$ cat config.mk
export PLATFORM = sky130hd
export DESIGN_NAME = nib_serial_rx
export DESIGN_NICKNAME = d
export VERILOG_FILES = /design/src/rtl/nib_serial_rx.sv
export SDC_FILE = /design/constraint.sdc
export NUM_CORES = 1
export LEC_CHECK = 0
export CAP_MARGIN = 20
export CELL_PAD_IN_SITES_DETAIL_PLACEMENT = 1
export CELL_PAD_IN_SITES_GLOBAL_PLACEMENT = 1
export CORE_MARGIN = 2
export CORE_UTILIZATION = 35
export CTS_BUF_LIST = sky130_fd_sc_hd__clkbuf_2
export CTS_CLUSTER_SIZE = 10
export DETAILED_ROUTE_END_ITERATION = 10
export PLACE_DENSITY = 0.64
export SYNTH_ARGS = -nofsm -noshare
export SYNTH_HDL_FRONTEND = slang
export SYNTH_SLANG_ARGS = --single-unit
$ cat constraint.sdc
create_clock -name CLK -period 2 [get_ports CLK]
set_input_delay 0.2 -clock CLK [delete_from_list [all_inputs] [get_ports CLK]]
set_output_delay 0.2 -clock CLK [all_outputs]
set_load 0.01 [all_outputs]
$ cat src/rtl/nib_serial_rx.sv
// Nibble serial link receiver: start bit, DATA_W data bits LSB first,
// optional parity bit and stop bit, delivered on a valid/ready port.
module nib_serial_rx #(
    parameter int DATA_W     = 4,
    parameter bit PARITY_EN  = 1'b1,
    parameter bit PARITY_ODD = 1'b0
) (
    input  logic              CLK,
    input  logic              RN,
    input  logic              SIN,
    input  logic              BIT_EN,
    output logic [DATA_W-1:0] DOUT,
    output logic              DVALID,
    input  logic              DREADY,
    output logic              PERR,
    output logic              FERR,
    output logic              OVR,
    output logic              BUSY
);

    localparam int CW = (DATA_W > 1) ? $clog2(DATA_W) : 1;

    typedef enum logic [2:0] {
        S_IDLE,
        S_DATA,
        S_PAR,
        S_STOP,
        S_BRK
    } state_t;

    state_t            state_q, state_d;
    logic [CW-1:0]     cnt_q, cnt_d;
    logic [DATA_W-1:0] sh_q, sh_d;
    logic              par_q, par_d;
    logic              bad_q, bad_d;
    logic [DATA_W-1:0] dout_q, dout_d;
    logic              dvalid_q, dvalid_d;
    logic              perr_q, perr_d;
    logic              ferr_q, ferr_d;
    logic              ovr_q, ovr_d;

    always_ff @(posedge CLK or negedge RN) begin
        if (!RN) begin
            state_q  <= S_IDLE;
            cnt_q    <= '0;
            sh_q     <= '0;
            par_q    <= 1'b0;
            bad_q    <= 1'b0;
            dout_q   <= '0;
            dvalid_q <= 1'b0;
            perr_q   <= 1'b0;
            ferr_q   <= 1'b0;
            ovr_q    <= 1'b0;
        end else begin
            state_q  <= state_d;
            cnt_q    <= cnt_d;
            sh_q     <= sh_d;
            par_q    <= par_d;
            bad_q    <= bad_d;
            dout_q   <= dout_d;
            dvalid_q <= dvalid_d;
            perr_q   <= perr_d;
            ferr_q   <= ferr_d;
            ovr_q    <= ovr_d;
        end
    end

    always_comb begin
        state_d  = state_q;
        cnt_d    = cnt_q;
        sh_d     = sh_q;
        par_d    = par_q;
        bad_d    = bad_q;
        dout_d   = dout_q;
        dvalid_d = dvalid_q;
        perr_d   = 1'b0;
        ferr_d   = 1'b0;
        ovr_d    = 1'b0;

        if (dvalid_q && DREADY) begin
            dvalid_d = 1'b0;
        end

        if (BIT_EN) begin
            unique case (state_q)
                S_IDLE: begin
                    if (!SIN) begin
                        state_d = S_DATA;
                        cnt_d   = '0;
                        par_d   = 1'b0;
                        bad_d   = 1'b0;
                    end
                end
                S_DATA: begin
                    sh_d             = sh_q >> 1;
                    sh_d[DATA_W-1]   = SIN;
                    par_d            = par_q ^ SIN;
                    cnt_d            = cnt_q + 1'b1;
                    if (cnt_q == CW'(DATA_W - 1)) begin
                        state_d = PARITY_EN ? S_PAR : S_STOP;
                    end
                end
                S_PAR: begin
                    bad_d   = (par_q ^ SIN) != PARITY_ODD;
                    state_d = S_STOP;
                end
                S_STOP: begin
                    if (!SIN) begin
                        // framing error wins over parity
                        ferr_d  = 1'b1;
                        state_d = S_BRK;
                    end else begin
                        state_d = S_IDLE;
                        if (bad_q) begin
                            perr_d = 1'b1;
                        end else if (!dvalid_q || DREADY) begin
                            dout_d   = sh_q;
                            dvalid_d = 1'b1;
                        end else begin
                            ovr_d = 1'b1;
                        end
                    end
                end
                S_BRK: begin
                    if (SIN) begin
                        state_d = S_IDLE;
                    end
                end
                default: state_d = S_IDLE;
            endcase
        end
    end

    assign DOUT   = dout_q;
    assign DVALID = dvalid_q;
    assign PERR   = perr_q;
    assign FERR   = ferr_q;
    assign OVR    = ovr_q;
    assign BUSY   = (state_q != S_IDLE);

endmodule

==> run summary, run 1 <==
Status -> complete, no violations
Row count -> 17
Post-synth EDFFs -> 0
Top cell type's share of synthesized area -> 58.5%
Fill cells -> 253
WL per Instance -> 13.3 µm
CP Data Required Time -> 1800 ps
Drt pass-1 iters -> 3
Leakage Power -> 0.000473 µW
Post-Synth Adder-Cell Area -> 1.54%
Sequential fraction of the synthesis area -> 58.5%
CTS tree -> done
Multiplexer share of the synthesized area -> 12.5%
Max stage delay on crit path -> 500 ps
Crit path launch type -> register
Initial Util -> 36.8%
DRT iter0 DRCs -> 4
Max Clock Freq -> 532 MHz
Synth Register Bits -> 19
Root Buffer -> clkbuf_2
Overflow after GRT -> 0
Clock tree buffer depth -> 2
Crit path kind -> register to primary output
IO Pins -> 14
RSZ-0062 raised after global routing -> false
Main combinational cell family by area after synthesis -> simple AND/OR/NAND/NOR gates
Post-Synth XOR/XNOR Area -> 1.08%
Post-Syn Area per Cell -> 13.3 µm²
Initial antenna violation count -> 0
Hold Fails Final Rpt -> 0
Count of cell types in the netlist -> 22
Worst Setup End Kind -> primary output
Share of layout cells above drive strength 1 -> 24.4%
Fin Hold WS -> 193 ps
Clk pin slew, worst setup/hold paths -> 170 ps
Yosys warns -> 0
Final Skew -> 6.87 ps
Wirelength, routed -> 1410 µm
CTS Sinks -> 19
WP data arrival -> 1680 ps
Synth Area in Simple Gates -> 14.9%
Synth Instances -> 61
CP cell instances -> or3_1 > clkdlybuf4s50_1
Top_reg_cell synth -> dfrtp_1
Hold Buf Count CTS -> 0
Skew-Pair Late Insertion Delay -> 310 ps
Most common cell in the netlist -> dfrtp_1
Diodes inserted -> 0
Period utilization -> 94.0%
H-Tree Depth -> 1
Worst slew pin tran -> 387 ps
Vias -> 537
Synth Area in Compound Gates -> 9.23%
Total Nets Final -> 85
Mapped Area -> 813 µm²
CP max stage cell -> dfrtp_1
Vias per cell -> 5.07
Fraction of registers with async set/reset -> 100%
DRC violation count after routing -> 0
First-pass GRT wire length -> 2620 µm
DIE HEIGHT -> 52.2 µm
Die ar. -> 0.00273 mm²
Post-DRT Antenna Nets -> 0
Area delta synth->final -> 23.8%
Port Buffers -> 13
Maximum VDD drop -> 0.684 mV
Critical-path maximum fanout -> 8
Normalized max-slew margin -> 73.9%
Largest area contributor in the netlist -> dfrtp_1
Final min period -> 1880 ps
Post-synth top cells -> dfrtp_1 (19), mux2_2 (9), nand2_1 (4)
CORE AREA -> 0.00221 mm²
Dominant cells by area after synthesis -> dfrtp_1 (58%), mux2_2 (12%), nor4b_4 (2.9%)
Power Density -> 1280 mW/mm²
CTS buffer count -> 3
Vias in the first global route -> 545
Largest net degree at the start of global routing -> 20
Final Max Slew Viols -> 0
Final setup fails -> 0
Placer congestion estimate -> 0.731
Die Width -> 52.2 µm
Max-cap violations -> 0
Gr usage total -> 13.8%
Setup TNS Final -> 0 ps
DP HPWL -> 1010 µm
HP Class -> input pin to asynchronous set/reset pin
Mapped Nets -> 67
-- worst paths after layout --
check | startpoint | end | slack [ps] | depth (start not counted)
setup / recovery | state_q[1] | BUSY | 120 | 2
hold / removal | RN | FERR | 190 | 2
setup reg to reg | state_q[2] | DOUT[2] | 370 | 3
hold reg to reg | sh_q[0] | sh_q[0] | 520 | 1
max in group asynchronous | RN | state_q[0] | 1600 | 2
min in group CLK | sh_q[0] | sh_q[0] | 520 | 1
-- worst max-delay path, delay by kind of cell (launching register included) --
family / cells / cell delay, ps
simple gates: 1 / 390
buf+inv: 1 / 480
flops: 1 / 500
-- layer usage --
metal | share of wire [%] | global-route usage (%) | up-vias
met1 | 47 | 17.4 | 267
met3 | 5.7 | 6.00 | 5
met4 | 1.8 | 6.41 | 0
met5 | 0 | 0 | -
met2 | 46 | 20.3 | 12
li1 | - | - | 253
-- cell usage in the layout, fill, tap and decap left out --
cell,n
dfrtp_1,18
clkdlybuf4s50_1,13
mux2_2,9
nand2_1,4
clkbuf_2,4
nor2_1,3
o21ai_0,3
buf_4,3
or3_1,2
nor3b_1,2
a22o_1,2
o31ai_1,2
inv_1,1
nand4b_2,1
nand2b_1,1
and2_1,1
nor2b_1,1
and4b_1,1
a221o_1,1
xor2_1,1
a32o_1,1
nor4b_4,1
a21o_1,1
ha_1,1
dfrtp_2,1
-- state kept, by name (all words and copies together) (netlist names) --
register / cells
DOUT: 4
DVALID: 1
FERR: 1
OVR: 1
PERR: 1
bad_q: 1
cnt_q: 2
par_q: 1
sh_q: 4
state_q: 3
-- report_power, final --
part           internal (µW)  switching (µW)
logic                    291             172
clock network           53.0             114
registers                525             130
total                    869             416
-- what timing repair did --
item | 4_1_cts | 5_1_grt
endpoints found under the setup margin | 0 | 1
buffers inserted | 0 | 0
resized for setup | 0 | 1
-- metrics by stage --
step	power [µW]	setup WS (ps)	instances	utilization [%]	area, µm²
finish	1280	120	106	45.5	1010
detailed placement	1130	112	102	44.6	986
global placement	1120	126	102	44.6	986
floorplan	940	537	61	-	813
global route	1390	25.6	106	45.5	1010
CTS	1310	72.2	106	45.5	1010
-- logic make-up after synthesis --
| logic type | after synthesis |
|---|---|
| AOI/OAI and AO/OA | 10 |
| xor gates and xnor gates | 1 |
| adders and majority gates | 1 |
| buffers and inverters | 4 |
| DFF | 19 |
| muxes | 9 |
| and+or+nand+nor | 17 |
-- layout make-up --
cell class | instances | area [µm²] | area share [%]
Sequential cell | 19 | 477 | 47.3
Clock buffer | 4 | 20.0 | 1.99
Multi-Input combinational cell | 38 | 319 | 31.7
Inverter | 1 | 3.75 | 0.373
Timing Repair Buffer | 16 | 153 | 15.2
Tap cell | 28 | 35.0 | 3.48
(Power assumes the default switching activity.)
==> run 2: changes to the inputs <==
- CTS_CLUSTER_DIAMETER: default -> 30
- PLACE_DENSITY: 0.64 -> default
- PLACE_DENSITY_LB_ADDON: default -> 0.1
- clock period: 2 -> 2.23 ns (I/O delays scaled with it)
==> run summary, run 2 (same netlist as run 1, synthesis figures left out) <==
Normalized max-slew margin -> 74.3%
Setup TNS Final -> 0 ps
CP Data Required Time -> 2010 ps
Die Width -> 52.2 µm
H-Tree Depth -> 1
Crit path launch type -> register
CTS Sinks -> 19
HP Class -> input pin to asynchronous set/reset pin
Worst slew pin tran -> 382 ps
Final min period -> 1900 ps
Total Nets Final -> 84
Skew-Pair Late Insertion Delay -> 300 ps
Max-cap violations -> 0
IO Pins -> 14
Die ar. -> 0.00273 mm²
Most common cell after layout, fill and taps aside -> dfrtp_1
Hold Buf Count CTS -> 0
RR Startpoint -> state_q[0]
CTS tree -> done
Port Buffers -> 13
Period utilization -> 85.2%
CORE AREA -> 0.00221 mm²
Vias -> 515
Share of layout cells above drive strength 1 -> 22.1%
Commonest cells after routing, fill and taps aside -> dfrtp_1 (19), clkdlybuf4s50_1 (13), mux2_2 (9), nand2_1 (4)
Overflow after GRT -> 0
Gr usage total -> 11.6%
Clock tree buffer depth -> 2
First-pass GRT wire length -> 2280 µm
Max Clock Freq -> 526 MHz
Post-CTS Setup Bufs -> 0
WP data arrival -> 1680 ps
Worst Reg-to-Reg Cells -> 3
Crit path kind -> register to primary output
Hold Fails Final Rpt -> 0
Largest net degree at the start of global routing -> 20
Critical-path maximum fanout -> 10
Root Buffer -> clkbuf_2
Placer congestion estimate -> 0.689
Initial antenna violation count -> 0
DIE HEIGHT -> 52.2 µm
Leakage Power -> 0.000468 µW
Status -> complete, no violations
Vias in the first global route -> 500
Clk pin slew, worst setup/hold paths -> 190 ps
DRT iter0 DRCs -> 1
RR Endpoint -> DOUT[3]
Diodes inserted -> 0
Final setup fails -> 0
CTS resizes -> 0
Power Density -> 1140 mW/mm²
Final Skew -> 11.8 ps
Worst Setup End Kind -> primary output
Wirelength, routed -> 1440 µm
Final Max Slew Viols -> 0
Fin Hold WS -> 228 ps
Area delta synth->final -> 22.8%
DP HPWL -> 1060 µm
Reg2reg setup slack -> 620 ps
Core utilization of the finished layout -> 45.1%
Initial Util -> 36.8%
RSZ-0062 raised after global routing -> false
Maximum VDD drop -> 0.633 mV
Vias per cell -> 4.90
DRC violation count after routing -> 0
WL per Instance -> 13.7 µm
Row count -> 17
CTS buffer count -> 3
Drt pass-1 iters -> 2
Post-DRT Antenna Nets -> 0
==> run 2: worst max-delay path by stage <==
stage / from / to / slack (ps) / cells past startpoint
3_5_place_dp: BIT_EN / sh_q[1] / 300 / 4
4_1_cts: state_q[1] / BUSY / 300 / 2
5_1_grt: state_q[0] / BUSY / 240 / 2
3_3_place_gp: BIT_EN / DOUT[2] / 350 / 4
6_report: state_q[0] / BUSY / 330 / 2
2_1_floorplan: state_q[2] / DOUT[0] / 770 / 3
==> run 2: worst max-delay path: stages (launching register included) <==
cell             delay, ps
dfrtp_1                520
or3_1                  380
clkdlybuf4s50_1        480
==> run 2: final cells by class <==
cell class	instances	area [µm²]
clock inverter	1	5.00
timing repair buffer	15	145
sequential	19	475
fill	243	1210
tap	28	35.0
clock buffer	3	15.0
inverter	1	3.75
multi-input combinational	38	319
==> run 2: metrics by stage <==
stage	cells	power, µW	worst slack (ps)	cell area (µm²)
floorplan	61	843	767	813
global placement	101	1000	349	978
detailed placement	101	1010	305	978
CTS	105	1160	305	998
global route	105	1220	242	998
finish	105	1140	329	998
==> run 2: layer usage <==
layer	routed length, µm	track usage, %
met5	0	0
met4	19	6.41
met3	48	1.71
met2	663	17.5
met1	704	16.0
==> run 2: report_power, final <==
| group | internal [µW] | switching, µW | total [µW] |
|---|---|---|---|
| logic | 252 | 156 | 408 |
| registers | 468 | 117 | 585 |
| clock network | 40.7 | 106 | 147 |
| total | 761 | 379 | 1140 |
